`config.mk`:
```
export PLATFORM = sky130hd
export DESIGN_NAME = onets_pl_btn_debounce
export DESIGN_NICKNAME = d
export VERILOG_FILES = /design/src/rtl/onets_pkg.sv /design/src/rtl/onets_btn_chan.sv /design/src/rtl/onets_pl_btn_debounce.sv
export SDC_FILE = /design/constraint.sdc
export NUM_CORES = 1
export LEC_CHECK = 0
export ABC_CLOCK_PERIOD_IN_PS = 2900
export BUFFER_PORTS_ARGS = -buffer_cell sky130_fd_sc_hd__buf_2
export CAP_MARGIN = 20
export CORE_MARGIN = 5
export CORE_UTILIZATION = 55
export DETAILED_ROUTE_END_ITERATION = 12
export GPL_ROUTABILITY_DRIVEN = 0
export HOLD_SLACK_MARGIN = 0.02
export PLACE_DENSITY_LB_ADDON = 0.12
export SLEW_MARGIN = 20
export SYNTH_ARGS = -nofsm -noshare
export SYNTH_HDL_FRONTEND = slang
export SYNTH_HIERARCHICAL = 1
export SYNTH_SLANG_ARGS = --single-unit
```
`constraint.sdc`:
```
create_clock -name clk -period 2.9 [get_ports clk]
set_input_delay 0.29 -clock clk [delete_from_list [all_inputs] [get_ports clk]]
set_output_delay 0.29 -clock clk [all_outputs]
set_load 0.02 [all_outputs]
```
`src/rtl/onets_pkg.sv`:
```
// Shared definitions for the PL push-button input path: debounce FSM states and
// fabric clock constants.
package onets_pkg;

  localparam int unsigned FCLK0_HZ = 125_000_000;

  typedef enum logic [2:0] {
    IDLE       = 3'd0,
    PRESS_DB   = 3'd1,
    PRESSED    = 3'd2,
    HELD       = 3'd3,
    RELEASE_DB = 3'd4
  } btn_state_e;

  function automatic int unsigned ms_to_cycles(input int unsigned ms);
    return (FCLK0_HZ / 1000) * ms;
  endfunction

endpackage

```
`src/rtl/onets_btn_chan.sv`:
```
// One push-button channel: 2-flop synchroniser, debounce/long-press FSM with a
// shared timer, registered event pulses and an 8-bit press counter.
module onets_btn_chan
  import onets_pkg::*;
#(
  parameter bit          ACT_LOW     = 1'b1,
  parameter int unsigned DB_CYCLES   = 1_250_000,
  parameter int unsigned LONG_CYCLES = 125_000_000,
  parameter int unsigned CNT_W       = 27
) (
  input  logic       clk_i,
  input  logic       rst_ni,
  input  logic       btn_i,
  output logic       level_o,
  output logic       press_o,
  output logic       release_o,
  output logic       long_o,
  output logic [7:0] cnt_o
);

  if (DB_CYCLES < 2 || LONG_CYCLES < 2 ||
      longint'(LONG_CYCLES) > (longint'(1) << CNT_W) ||
      longint'(DB_CYCLES) > (longint'(1) << CNT_W)) begin : g_bad_param
    $error("onets_btn_chan: DB_CYCLES/LONG_CYCLES must be >= 2 and fit in CNT_W bits");
  end

  localparam logic [CNT_W-1:0] DB_LAST   = CNT_W'(DB_CYCLES - 1);
  localparam logic [CNT_W-1:0] LONG_LAST = CNT_W'(LONG_CYCLES - 1);

  logic             s1_q, s_q;
  btn_state_e       state_q, state_d;
  logic [CNT_W-1:0] timer_q, timer_d;
  logic             from_held_q, from_held_d;
  logic             level_q, level_d;
  logic             press_q, press_d;
  logic             release_q, release_d;
  logic             long_q, long_d;
  logic [7:0]       cnt_q, cnt_d;

  // Normalise to 1 = pressed before the synchroniser so reset means "released".
  always_ff @(posedge clk_i or negedge rst_ni) begin
    if (!rst_ni) begin
      s1_q <= 1'b0;
      s_q  <= 1'b0;
    end else begin
      s1_q <= btn_i ^ ACT_LOW;
      s_q  <= s1_q;
    end
  end

  always_ff @(posedge clk_i or negedge rst_ni) begin
    if (!rst_ni) begin
      state_q     <= IDLE;
      timer_q     <= '0;
      from_held_q <= 1'b0;
      level_q     <= 1'b0;
      press_q     <= 1'b0;
      release_q   <= 1'b0;
      long_q      <= 1'b0;
      cnt_q       <= '0;
    end else begin
      state_q     <= state_d;
      timer_q     <= timer_d;
      from_held_q <= from_held_d;
      level_q     <= level_d;
      press_q     <= press_d;
      release_q   <= release_d;
      long_q      <= long_d;
      cnt_q       <= cnt_d;
    end
  end

  always_comb begin
    state_d     = state_q;
    timer_d     = timer_q + CNT_W'(1);
    from_held_d = from_held_q;
    level_d     = level_q;
    press_d     = 1'b0;
    release_d   = 1'b0;
    long_d      = 1'b0;
    cnt_d       = cnt_q;

    unique case (state_q)
      IDLE: begin
        timer_d = '0;
        if (s_q) state_d = PRESS_DB;
      end

      PRESS_DB: begin
        if (!s_q) begin
          state_d = IDLE;
          timer_d = '0;
        end else if (timer_q == DB_LAST) begin
          state_d = PRESSED;
          timer_d = '0;
          level_d = 1'b1;
          press_d = 1'b1;
          cnt_d   = cnt_q + 8'd1;
        end
      end

      PRESSED: begin
        if (!s_q) begin
          state_d     = RELEASE_DB;
          timer_d     = '0;
          from_held_d = 1'b0;
        end else if (timer_q == LONG_LAST) begin
          state_d = HELD;
          timer_d = '0;
          long_d  = 1'b1;
        end
      end

      // Timer parked at zero: the long event already fired for this hold.
      HELD: begin
        timer_d = '0;
        if (!s_q) begin
          state_d     = RELEASE_DB;
          from_held_d = 1'b1;
        end
      end

      RELEASE_DB: begin
        if (s_q) begin
          state_d = from_held_q ? HELD : PRESSED;
          timer_d = '0;
        end else if (timer_q == DB_LAST) begin
          state_d   = IDLE;
          timer_d   = '0;
          level_d   = 1'b0;
          release_d = 1'b1;
        end
      end

      default: begin
        state_d = IDLE;
        timer_d = '0;
      end
    endcase
  end

  assign level_o   = level_q;
  assign press_o   = press_q;
  assign release_o = release_q;
  assign long_o    = long_q;
  assign cnt_o     = cnt_q;

endmodule

```
`src/rtl/onets_pl_btn_debounce.sv`:
```
// PL push-button front end: N independent debounced channels producing level,
// press/release/long-press pulses and per-button press counts.
module onets_pl_btn_debounce
  import onets_pkg::*;
#(
  parameter int unsigned N_BTN       = 2,
  parameter bit          BTN_ACT_LOW = 1'b1,
  parameter int unsigned DB_CYCLES   = ms_to_cycles(10),
  parameter int unsigned LONG_CYCLES = ms_to_cycles(1000),
  parameter int unsigned CNT_W       = 27
) (
  input  logic               clk,
  input  logic               rst_n,
  input  logic [N_BTN-1:0]   pl_btn,
  output logic [N_BTN-1:0]   btn_level,
  output logic [N_BTN-1:0]   btn_press,
  output logic [N_BTN-1:0]   btn_release,
  output logic [N_BTN-1:0]   btn_long,
  output logic [8*N_BTN-1:0] press_cnt
);

  for (genvar i = 0; i < N_BTN; i++) begin : g_chan
    onets_btn_chan #(
      .ACT_LOW    (BTN_ACT_LOW),
      .DB_CYCLES  (DB_CYCLES),
      .LONG_CYCLES(LONG_CYCLES),
      .CNT_W      (CNT_W)
    ) u_chan (
      .clk_i    (clk),
      .rst_ni   (rst_n),
      .btn_i    (pl_btn[i]),
      .level_o  (btn_level[i]),
      .press_o  (btn_press[i]),
      .release_o(btn_release[i]),
      .long_o   (btn_long[i]),
      .cnt_o    (press_cnt[8*i +: 8])
    );
  end

endmodule

```
# Word level (Yosys, flattened, before mapping)

Cells that the tools add are included.

Output and inout port bits: 24
Bits in registers: 90
Input port bits: 4
Logic and storage cells: 136

Bitwise logic cells: 2
Add/subtract/negate cells: 4
Eq/ne operators: 32
Reduce and logical (&&, ||, !) cells: 14
Multiplexer cells: 64

Operator list:

| kind                                                   | number |
|---|---|
| 2-to-1 mux 27 bit                                      | 10 |
| one-hot mux 27 bit (3 select lines)                    | 2 |
| adder 27 x 1 -> 27 bit (second input constant)         | 2 |
| equality test 27 x 21 -> 1 bit (second input constant) | 2 |
| equality test 27 bit (second input constant)           | 2 |
| 2-to-1 mux 3 bit                                       | 16 |
| 2-to-1 mux 1 bit                                       | 30 |
| one-hot mux 3 bit (5 select lines)                     | 2 |
| AND reduction 5 bit                                    | 4 |
| adder 8 x 1 -> 8 bit (second input constant)           | 2 |
| inequality test 2 x 1 -> 1 bit (second input constant) | 8 |
| equality test 3 x 2 -> 1 bit (second input constant)   | 4 |
| inequality test 2 bit (second input constant)          | 6 |
| inequality test 3 bit (second input constant)          | 4 |
| AND reduction 3 bit                                    | 4 |
| one-hot mux 1 bit (2 select lines)                     | 4 |
| nonzero test 2 bit                                     | 4 |
| equality test 3 x 1 -> 1 bit (second input constant)   | 2 |
| equality test 3 bit (second input constant)            | 2 |
| logical NOT 3 bit                                      | 2 |
| inequality test 3 x 1 -> 1 bit (second input constant) | 2 |
| inverter 1 bit                                         | 2 |

# Depth between registers and ports, before layout

Gate-level depths: netlist of run 1.

Word-level depth: 4
Depth in mapped cells: 7
Mapped depth without buffers: 5

# Cells and area by module

The synthesis of run 1 kept the hierarchy.

Modules (own cells, without submodules):

| module                            | sequential area each (um^2) | times used | cells an instance | area each (um^2) |
|---|---|---|---|---|
| onets_btn_chan (g_chan[0].u_chan) | 1126.1                      | 1          | 230               | 2442.3 |
| onets_btn_chan (g_chan[1].u_chan) | 1126.1                      | 1          | 241               | 2427.3 |

# Least setup slack after synthesis of run 1

OpenSTA, ideal clock, no wires.

Path type: reg-to-reg
Start point: register g_chan[1].u_chan.timer_q[10]
End point: register g_chan[1].u_chan.timer_q[19]
Clock period less this slack: 2104 ps
Buffers on the path: 1
Arrival: 1968 ps
Stages on the path, launching flop included: 6
Library setup time: 136 ps
Data required time: 2764 ps
Setup slack: 796 ps
Path through: dfrtp_1 > or4_1 > or4_4 > o21ai_4 > buf_6 > a22oi_1

Cells in the longest elaborated chain, start to end: 4
Elaborated cells on any way between the ends: 9
Classes of those cells: 1 x add/sub; 2 x eq/ne; 6 x mux

RTL lines:

| element                                              | line                                                               | RTL |
|---|---|---|
| from (decl)                                          | onets_btn_chan.sv:32                                               | `logic [CNT_W-1:0] timer_q, timer_d;` |
| from (signal assigned)                               | onets_btn_chan.sv:63                                               | `timer_q <= timer_d;` |
| adder 27 x 1 -> 27 bit, or another cell as far along | onets_btn_chan.sv:75                                               | `timer_d = timer_q + CNT_W'(1);` |
| 2-to-1 mux 27 bit, on equally long branches          | onets_btn_chan.sv:93, onets_btn_chan.sv:127, onets_btn_chan.sv:107 |  |
| 2-to-1 mux 27 bit, on equally long branches          | onets_btn_chan.sv:124, onets_btn_chan.sv:90, onets_btn_chan.sv:103 |  |
| one-hot mux 27 bit (3 select lines) *                | onets_btn_chan.sv:83                                               | `unique case (state_q)` |
| via g_chan[1].u_chan.timer_d[19]                     | onets_btn_chan.sv:32                                               |  |

Mark *: on every way through the listed nets, which the timed path passes. The rest lies on a longest branch.
A chain may end at the register's enable or synchronous reset.

# Final worst setup path of run 1

Start point: register g_chan[1].u_chan.timer_q[0]
End point: register g_chan[1].u_chan.timer_q[26]

The elaborated chain is that of the path after synthesis.

==> results of run 1 <==
-- final timing paths --
kind                                             start                           end  slack (ns)  cells after the start
setup / recovery           g_chan[1].u_chan/timer_q[0]  g_chan[1].u_chan/timer_q[26]        0.58                      5
hold / removal                               pl_btn[1]         g_chan[1].u_chan/s1_q        0.07                      2
setup reg to reg           g_chan[1].u_chan/timer_q[0]  g_chan[1].u_chan/timer_q[26]        0.58                      5
hold reg to reg                  g_chan[1].u_chan/s1_q          g_chan[1].u_chan/s_q        0.35                      0
max in group asynchronous                        rst_n  g_chan[1].u_chan/timer_q[10]        1.82                      3
min in group asynchronous                        rst_n  g_chan[0].u_chan/timer_q[22]        0.44                      2
-- cell usage in the layout, fill, tap and decap left out, types with 4 or more instances in the layout --
cell type and instances:
nand4_1 23, dfrtp_1 90, a21oi_1 30, inv_1 12
nand3_1 23, ha_1 4, a22oi_2 7, and2_1 6
clkbuf_8 10, nor2_1 7, buf_4 8, xnor2_1 6
a22oi_1 21, and4_1 9, nand2_1 21, or4_1 19
or3_1 10, xor2_1 30, o31ai_1 21, nor4b_1 4
nor4_1 13, nand3b_1 4, nand2b_1 4, buf_2 26
and3_1 6, nor3_1 13, o21ai_0 15
-- worst register-to-register path: cells and delay by family, from the launching register on --
kind                       cells  cell delay, ns
AOI/OAI and AO/OA              1            0.16
DFF                            1            0.39
and+or+nand+nor                3            1.50
adders and majority gates      1            0.19
-- cell type report --
cell class / count / area, um2
multi-input cells: 344 / 2410
inverters: 12 / 45.0
repair buffers: 36 / 220
flip-flops and latches: 90 / 2250
fillers: 750 / 3410
well taps: 108 / 135
clock buffers: 10 / 138
clock inverters: 6 / 72.6
-- per-layer routing --
layer	part of all wire, %	wire (um)	track usage (%)	vias up
met5	0	0	0	-
li1	-	-	-	1852
met1	46	4580	24.5	1912
met2	49	4840	31.5	73
met4	1.8	176	7.31	0
met3	3.4	337	3.85	17
-- per-stage QoR --
stage                     utilization, %  std cells  hold slack (ns)  power [mW]  setup WS [ns]
after floorplan                        -        471         -0.00559        1.36          0.796
after global placement              58.2        589            0.302        1.40          0.708
after detailed placement            58.2        589            0.303        1.40          0.599
after CTS                           60.7        606           0.0574        2.30          0.608
after global routing                60.7        606           0.0652        2.37          0.370
final                               60.7        606           0.0727        2.27          0.575
-- report_power, final --
group	total [mW]	internal, mW	switching (mW)
Clock	0.893	0.433	0.460
Sequential	1.28	1.27	0.0166
Combinational	0.0936	0.0275	0.0662
Total	2.27	1.73	0.543
-- state kept, by name, summed over array words and instances, names as in the netlist --
| signal | count |
|---|---|
| g_chan.u_chan/timer_q | 54 |
| g_chan.u_chan/cnt_o | 16 |
| g_chan.u_chan/state_q | 6 |
| g_chan.u_chan/from_held_q | 2 |
| g_chan.u_chan/level_o | 2 |
| g_chan.u_chan/long_o | 2 |
| g_chan.u_chan/press_o | 2 |
| g_chan.u_chan/release_o | 2 |
| g_chan.u_chan/s1_q | 2 |
| g_chan.u_chan/s_q | 2 |
-- kinds of logic after synthesis --
family	synth area share, %
AO/OA/AOI/OAI	16.2
XOR/XNOR	6.47
adder cells (fa/ha/maj)	1.03
buffers and inverters	4.32
flip-flops	46.2
multiplexers	0.462
AND/OR/NAND/NOR	25.2
-- what timing repair did --
item | CTS | global route
hold buffers | 1 | 0
endpoints found under the hold margin | 39 | 0
setup buffers | 0 | 0
==> impl_metrics.yaml, run 1 <==
outcome:
  status: "finished clean"
synth:
  synth_area_mm2: 0.00487
  synthDistinctLibCells: 61
  yosysWarnings: 6
  syn_avg_cell_area_um2: 10.3
  ys_top_cells_by_count: "90 x dfrtp_1, 30 x a21oi_1, 30 x xor2_1"
  synthTopCellsByArea: "dfrtp_1 46%, xor2_1 5.4%, a22oi_1 3.2%"
  yosysMostFrequentCell: "dfrtp_1"
  syn_inst: 471
  synth_ff_type: "dfrtp_1"
  yosysSeqAreaShare_pct: 46.2
  syn_nets: 479
  synth_top_cell_by_area: "dfrtp_1"
  synth_edf_count: 0
  ys_seq_elements: 90
  netlist.area_leader.share_pct: 46.2
  synthArstFlopShare_pct: 100
critical_path:
  crit_fanout: 16
  cp_slowest_cell: "or4_1"
  critical_path_class: "flip-flop to flip-flop"
  slowest_delay_ns: 0.66
  end_kind: "flip-flop"
  required_ns: 3.18
  crit_buf_inv: 0
  cpLargestDelayFamily: "simple AND/OR/NAND/NOR gates"
  crit_path_cell_trace: "ha_1 > and3_1 > nand4_1 > or4_1 > a22oi_1"
  setup.worst_path.start_class: "flip-flop"
  cp_data_arrival_time_ns: 2.60
clock_network:
  htreeDepth: 3
  clock_sinks: 90
  cts_tree: "built"
  post_cts_resized: 0
  clk_latency_ns: 0.36
  cts_buffers: 9
  root_buffer: "clkbuf_8"
  clockBufferDepth: 2
  path_clk_slew_ns: 0.09
layout:
  stdcell_area_mm2: 0.00527
  finalNetCount: 501
  antennaDiodeCount: 0
  drive_above_1_share_pct: 16.1
  areaGrowthSynthToFinish_pct: 8.22
die:
  coreArea_mm2: 0.00868
  die_height_um: 104
  row_count: 34
  die_area_mm2: 0.0108
  start_util_pct: 56.1
  io_pins: 28
  die_x_um: 104
timing:
  final.min_clock_period_ns: 2.32
  finalSetupTns_ns: 0
  max_clock_freq_mhz: 430
  slew_viol_final: 0
  rsz0062_at_grt: "no"
  finalCritPeriodShare_pct: 80.2
  hold_viol_final: 0
  slew_headroom_pct: 63.1
  max_slew.worst_pin.slew_ns: 0.552
  skew_ns: 0.0122
  finalSetupViolCount: 0
detailed_routing:
  ant_nets: 0
  post_drt_via_cell_ratio: 6.36
  avgRoutedWirePerCell_um: 16.4
  drc: 0
  drt-pass1-iter-count: 4
  vias: 3854
  drt_iter0_markers: 187
  drt_wl_total_um: 9940
grt:
  grt_start_max_net_pins: 52
  grt.overflow.total: 0
  grt_pass1_vias: 3760
  grt_antenna_before_repair: 0
  track_usage_pct: 19.0
  grt_first_pass_wirelength_um: 17400
min_path:
  worstHoldPathType: "primary input to flip-flop"
placed_design:
  port_buffers: 27
  placed_area_mm2: 0.00505
  place_hpwl_um: 6680
power_and_ir_drop:
  peakVddDrop_mv: 0.305
  power_density_mw_per_mm2: 430
  leakagePower_nw: 2.17
flow_run:
  drv_cap: 0
Note: power is estimated with default switching activity, not from simulation.
==> run 2: changes to the inputs <==
--- a/config.mk
+++ b/config.mk
@@ -5,7 +5,7 @@
 export SDC_FILE = /design/constraint.sdc
 export NUM_CORES = 1
 export LEC_CHECK = 0
-export ABC_CLOCK_PERIOD_IN_PS = 2900
+export ABC_CLOCK_PERIOD_IN_PS = 1960
 export BUFFER_PORTS_ARGS = -buffer_cell sky130_fd_sc_hd__buf_2
 export CAP_MARGIN = 20
 export CORE_MARGIN = 5
==> constraint.sdc (replaced) <==
create_clock -name clk -period 1.96 [get_ports clk]
set_input_delay 0.196 -clock clk [delete_from_list [all_inputs] [get_ports clk]]
set_output_delay 0.196 -clock clk [all_outputs]
set_load 0.02 [all_outputs]
==> impl_metrics.yaml, run 2 (synthesis gave the netlist of run 1 again) <==
grt:
  grt_start_max_net_pins: 42
  grt_pass1_vias: 3996
  grt.overflow.total: 0
  track_usage_pct: 20.8
  grt_antenna_before_repair: 0
  grt_first_pass_wirelength_um: 19300
clock_network:
  cts_tree: "built"
  clockBufferDepth: 2
  htreeDepth: 3
  cts_buffers: 9
  clock_sinks: 90
  clk_latency_ns: 0.37
  root_buffer: "clkbuf_8"
  path_clk_slew_ns: 0.10
timing:
  final.min_clock_period_ns: 2.13
  max_slew.worst_pin.slew_ns: 0.502
  slew_viol_final: 0
  skew_ns: 0.0162
  slew_headroom_pct: 66.5
  finalCritPeriodShare_pct: 109
  rsz0062_at_grt: "yes"
  hold_viol_final: 0
  finalSetupViolCount: 33
  fin_ws_ns: -0.172
  max_clock_freq_mhz: 469
critical_path:
  required_ns: 2.24
  crit_fanout: 2
  critical_path_class: "flip-flop to flip-flop"
  r2r-start: "g_chan[1].u_chan/timer_q[19]"
  setup.worst_path.start_class: "flip-flop"
  r2r_end: "g_chan[1].u_chan/state_q[0]"
  end_kind: "flip-flop"
  worstRegToRegCells: 6
  cp_data_arrival_time_ns: 2.41
  r2r_slack_ns: -0.17
layout:
  final_cell_mix: "89 x dfrtp_1, 44 x buf_4, 30 x xor2_1, 28 x a21oi_1, 26 x buf_2"
  stdcell_area_mm2: 0.00575
  drive_above_1_share_pct: 25.6
  mostFrequentLayoutCell: "dfrtp_1"
  nFillCells: 681
  largest_register_ff_count: 54
  largest-register: "g_chan.u_chan/timer_q"
  finalNetCount: 546
  antennaDiodeCount: 0
  fin_util_pct: 66.2
  fin_cells: 651
  areaGrowthSynthToFinish_pct: 18.0
power_and_ir_drop:
  leakagePower_nw: 2.43
  power_density_mw_per_mm2: 574
  peakVddDrop_mv: 0.352
  power.total_mw: 3.30
detailed_routing:
  drt-pass1-iter-count: 6
  avgRoutedWirePerCell_um: 17.8
  drt_wl_total_um: 11600
  vias: 4115
  post_drt_via_cell_ratio: 6.32
  drt_iter0_markers: 214
  ant_nets: 0
  drc: 0
placed_design:
  placed_area_mm2: 0.00537
  port_buffers: 27
  dp.cells: 624
  place_hpwl_um: 7460
min_path:
  worstHoldPathType: "primary input to asynchronous set/reset pin"
die:
  die_area_mm2: 0.0108
  die_height_um: 104
  coreArea_mm2: 0.00868
  start_util_pct: 56.1
  io_pins: 28
  die_x_um: 104
  row_count: 34
outcome:
  status: "finished, violations left"
  violations: "setup timing"
flow_run:
  drv_cap: 0
run 2: cell count changes in the layout (fill, tap and decap cells not counted), sizes merged:
cell         before  now
dlygate4sd3       1    3
buf              35   77
bufinv            1    0
clkinvlp          1    3
run 2: report_power, final:
group	switching, mW	internal [mW]
logic	0.117	0.0626
registers	0.0209	1.87
clock network	0.744	0.485
total	0.882	2.42
run 2: layout make-up:
class / instances / area (um2) / area share (%)
Timing Repair Buffer: 81 / 638 / 11.1
Tap cell: 108 / 135 / 2.35
Clock buffer: 9 / 124 / 2.15
Clock inverter: 7 / 62.6 / 1.09
Multi-Input combinational cell: 344 / 2490 / 43.3
Sequential cell: 90 / 2250 / 39.2
Inverter: 12 / 45.0 / 0.784
run 2: worst max-delay path by stage:
stage | from | to | slack [ns]
detailed placement | g_chan[1].u_chan/timer_q[19] | g_chan[1].u_chan/timer_q[22] | -0.14
global route | g_chan[1].u_chan/timer_q[19] | g_chan[1].u_chan/timer_q[18] | -0.21
CTS | g_chan[1].u_chan/timer_q[19] | g_chan[1].u_chan/timer_q[22] | -0.13
global placement | g_chan[1].u_chan/timer_q[19] | g_chan[1].u_chan/timer_q[19] | -0.08
floorplan | g_chan[1].u_chan/timer_q[13] | g_chan[1].u_chan/timer_q[19] | -0.12
finish | g_chan[1].u_chan/timer_q[19] | g_chan[1].u_chan/state_q[0] | -0.17
run 2: repair_timing:
action                                  4_1_cts  5_1_grt
gates resized for setup                       4       13
pin swaps                                     1        5
endpoints found under the setup margin       29       44
hold buffers                                  3        0
endpoints found under the hold margin        24        0
gates cloned                                  0        1
buffers inserted                              0        7
run 2: worst max-delay path, cell delays in order (launching register included):
cell and delay (ns):
dfrtp_1 0.39, or4_4 0.53, or4_4 0.56, buf_4 0.16, buf_6 0.10, o211ai_1 0.16, o2bb2ai_1 0.14
run 2: routing by layer:
metal	global-route usage (%)	vias up	part of all wire, %
li1	-	1951	-
met1	28.1	2030	44
met2	33.8	107	50
met3	3.85	27	4.1
met4	7.03	0	1.8
met5	0	-	0
run 2: per-stage QoR:
step	hold WS (ns)	setup TNS (ns)	setup slack, ns
5_1_grt	0.282	-6.04	-0.207
3_5_place_dp	0.129	-3.10	-0.143
2_1_floorplan	-0.0996	-2.34	-0.117
3_3_place_gp	0.125	-1.78	-0.0805
6_report	0.272	-4.11	-0.172
4_1_cts	0.271	-3.07	-0.133
==> run 3: changes to the inputs <==
--- a/config.mk
+++ b/config.mk
@@ -10,6 +10,7 @@
 export CAP_MARGIN = 20
 export CORE_MARGIN = 5
 export CORE_UTILIZATION = 55
+export CTS_BUF_LIST = sky130_fd_sc_hd__clkbuf_8
 export DETAILED_ROUTE_END_ITERATION = 12
 export GPL_ROUTABILITY_DRIVEN = 0
 export HOLD_SLACK_MARGIN = 0.02
@@ -17,5 +18,4 @@
 export SLEW_MARGIN = 20
 export SYNTH_ARGS = -nofsm -noshare
 export SYNTH_HDL_FRONTEND = slang
-export SYNTH_HIERARCHICAL = 1
 export SYNTH_SLANG_ARGS = --single-unit
==> impl_metrics.yaml, run 3 <==
synth:
  synth-simple-area-share_pct: 27.6
  synth_xor_area_share_pct: 12.3
  synth_area_mm2: 0.00455
  syn_inst: 446
  synth_ff_type: "dfrtp_1"
  synth_edf_count: 0
  yosysWarnings: 0
  synthDistinctLibCells: 54
  synth_top_cell_by_area: "dfrtp_1"
  synthArstFlopShare_pct: 100
  synth_top_family_by_area: "simple AND/OR/NAND/NOR gates"
  yosysMostFrequentCell: "dfrtp_1"
  synth_compound_area_share_pct: 3.85
  synth_mux_area_share_pct: 0.742
  yosysSeqAreaShare_pct: 49.5
  synthTopCellsByArea: "dfrtp_1 49%, xnor2_1 10%, nor2_1 5.6%"
  ys_top_cells_by_count: "90 x dfrtp_1, 68 x nor2_1, 54 x xnor2_1"
  syn_avg_cell_area_um2: 10.2
  synthAdderAreaFrac_pct: 1.10
  netlist.area_leader.share_pct: 49.5
  ys_seq_elements: 90
  syn_nets: 454
timing:
  max_slew.worst_pin.slew_ns: 0.490
  slew_headroom_pct: 67.3
  hold_slack_ns: 0.324
  max_clock_freq_mhz: 515
  hold_viol_final: 0
  rsz0062_at_grt: "yes"
  skew_ns: 0.0137
  slew_viol_final: 0
  final.min_clock_period_ns: 1.94
  finalCritPeriodShare_pct: 99.0
  finalSetupViolCount: 0
  fin_ws_ns: 0.0197
detailed_routing:
  post_drt_via_cell_ratio: 5.51
  drt-pass1-iter-count: 4
  drc: 0
  drt_iter0_markers: 104
  ant_nets: 0
  vias: 3367
  avgRoutedWirePerCell_um: 14.7
  drt_wl_total_um: 8980
outcome:
  status: "finished clean"
layout:
  final_cell_mix: "86 x dfrtp_1, 68 x nor2_1, 54 x xnor2_1, 33 x buf_4, 32 x nand2_1"
  drive_above_1_share_pct: 22.7
  fin_cells: 611
  areaGrowthSynthToFinish_pct: 17.1
  largest-register: "g_chan.u_chan.timer_q"
  antennaDiodeCount: 0
  finalNetCount: 509
  mostFrequentLayoutCell: "dfrtp_1"
  largest_register_ff_count: 54
clock_network:
  clockBufferDepth: 2
  clk_latency_ns: 0.36
  cts_buffers: 9
  clock_sinks: 90
  path_clk_slew_ns: 0.10
  htreeDepth: 3
  cts_tree: "built"
  root_buffer: "clkbuf_8"
power_and_ir_drop:
  sw_frac_of_total_pct: 24.4
  power_density_mw_per_mm2: 592
  p_sw_uw: 769
  seqPwrFrac_pct: 59.5
  peakVddDrop_mv: 0.446
  leakagePower_nw: 2.27
  power.total_mw: 3.16
  clockPowerShare_pct: 36.5
  internal_power_mw: 2.39
  p_comb_share_pct: 3.9
critical_path:
  required_ns: 2.21
  crit_buf_inv: 2
  crit_fanout: 7
  startpoint: "g_chan[0].u_chan.timer_q[11]"
  cp_slowest_cell: "dfrtp_1"
  cp_data_arrival_time_ns: 2.19
  critical_path_class: "flip-flop to flip-flop"
  crit_path_cell_trace: "buf_6 > nand4bb_1 > or3_4 > o311ai_4 > o211a_4 > clkbuf_16 > nor2_1"
  slowest_delay_ns: 0.41
  cpLargestDelayFamily: "compound AO/OA/AOI/OAI gates"
  r2r-start: "g_chan[0].u_chan.timer_q[11]"
  end_kind: "flip-flop"
  setup.worst_path.start_class: "flip-flop"
grt:
  track_usage_pct: 18.1
  met2_usage_pct: 30.8
  top_usage_layer: "met2"
  gr-usage-met1_pct: 23.1
  grt.overflow.total: 0
  grt_start_max_net_pins: 37
  met3_usage_pct: 2.84
  grt_first_pass_wirelength_um: 14900
  grt_antenna_before_repair: 0
  grt_pass1_vias: 3321
die:
  io_pins: 28
  die_x_um: 101
  die_area_mm2: 0.0102
  coreArea_mm2: 0.00813
  start_util_pct: 56.0
  row_count: 33
  die_height_um: 101
placed_design:
  place_hpwl_um: 5890
  port_buffers: 27
  dp.cells: 581
  dp_slack_ns: 0.0554
min_path:
  worstHoldPathType: "primary input to asynchronous set/reset pin"
flow_run:
  drv_cap: 0
==> run 3: changes by cell type after synthesis, sizes merged, moves of 22 or more <==
| cell | previous run | this run |
|---|---|---|
| a22oi | 28 | 0 |
| a21oi | 30 | 3 |
| xnor2 | 6 | 54 |
| nor2 | 7 | 68 |
| or4 | 22 | 0 |
==> run 3: worst reg2reg max path: stages (launching register included) <==
cell and delay (ns):
dfrtp_1 0.41, buf_6 0.14, nand4bb_1 0.10, or3_4 0.37, o311ai_4 0.31, o211a_4 0.29
clkbuf_16 0.18, nor2_1 0.05
==> run 3: power groups by stage <==
| stage | registers (mW) | clock network (mW) | logic (mW) |
|---|---|---|---|
| floorplan | 1.91 | 0 | 0.0527 |
| global placement | 1.91 | 0 | 0.102 |
| detailed placement | 1.91 | 0 | 0.104 |
| CTS | 1.88 | 1.19 | 0.108 |
| global route | 1.88 | 1.29 | 0.140 |
| finish | 1.88 | 1.15 | 0.124 |
==> run 3: cell type report <==
class	instances	area (um2)
Fill cell	644	2800
Inverter	11	41.3
Tap cell	105	131
Sequential cell	90	2260
Clock buffer	9	124
Clock inverter	7	53.8
Multi-Input combinational cell	319	2170
Timing Repair Buffer	70	552
==> run 3: cell families after synthesis <==
group / Yosys count
and+or+nand+nor: 224
adders and majority gates: 4
AOI/OAI and AO/OA: 23
DFF: 90
buffers and inverters: 38
muxes: 3
xor gates and xnor gates: 64
==> run 3: final timing paths <==
kind / to / slack [ns] / cells past startpoint
min: g_chan[0].u_chan.timer_q[20] / 0.32 / 2
min in group clk: g_chan[0].u_chan.s_q / 0.34 / 0
max reg2reg: g_chan[0].u_chan.timer_q[26] / 0.02 / 7
max: g_chan[0].u_chan.timer_q[26] / 0.02 / 7
min reg2reg: g_chan[0].u_chan.s_q / 0.34 / 0
max in group asynchronous: g_chan[0].u_chan.timer_q[22] / 0.96 / 3
==> run 3: what timing repair did <==
item                                    4_1_cts  5_1_grt
endpoints found under the setup margin        0       63
hold buffers                                  3        0
setup buffers                                 0        7
endpoints found under the hold margin        36        0
gates resized for setup                       0       21
==> run 3: stage by stage <==
step	util, %	TNS, ns	instance area (um2)
floorplan	-	0	4550
global placement	60.3	0	4900
detailed placement	60.3	0	4900
CTS	62.8	0	5110
global route	65.6	-0.630	5330
finish	65.6	0	5330
==> run 3: routing by layer <==
metal,part of all wire [%],up-vias
li1,-,1650
met1,46,1651
met2,50,50
met3,2.4,16
met4,1.7,0
met5,0,-
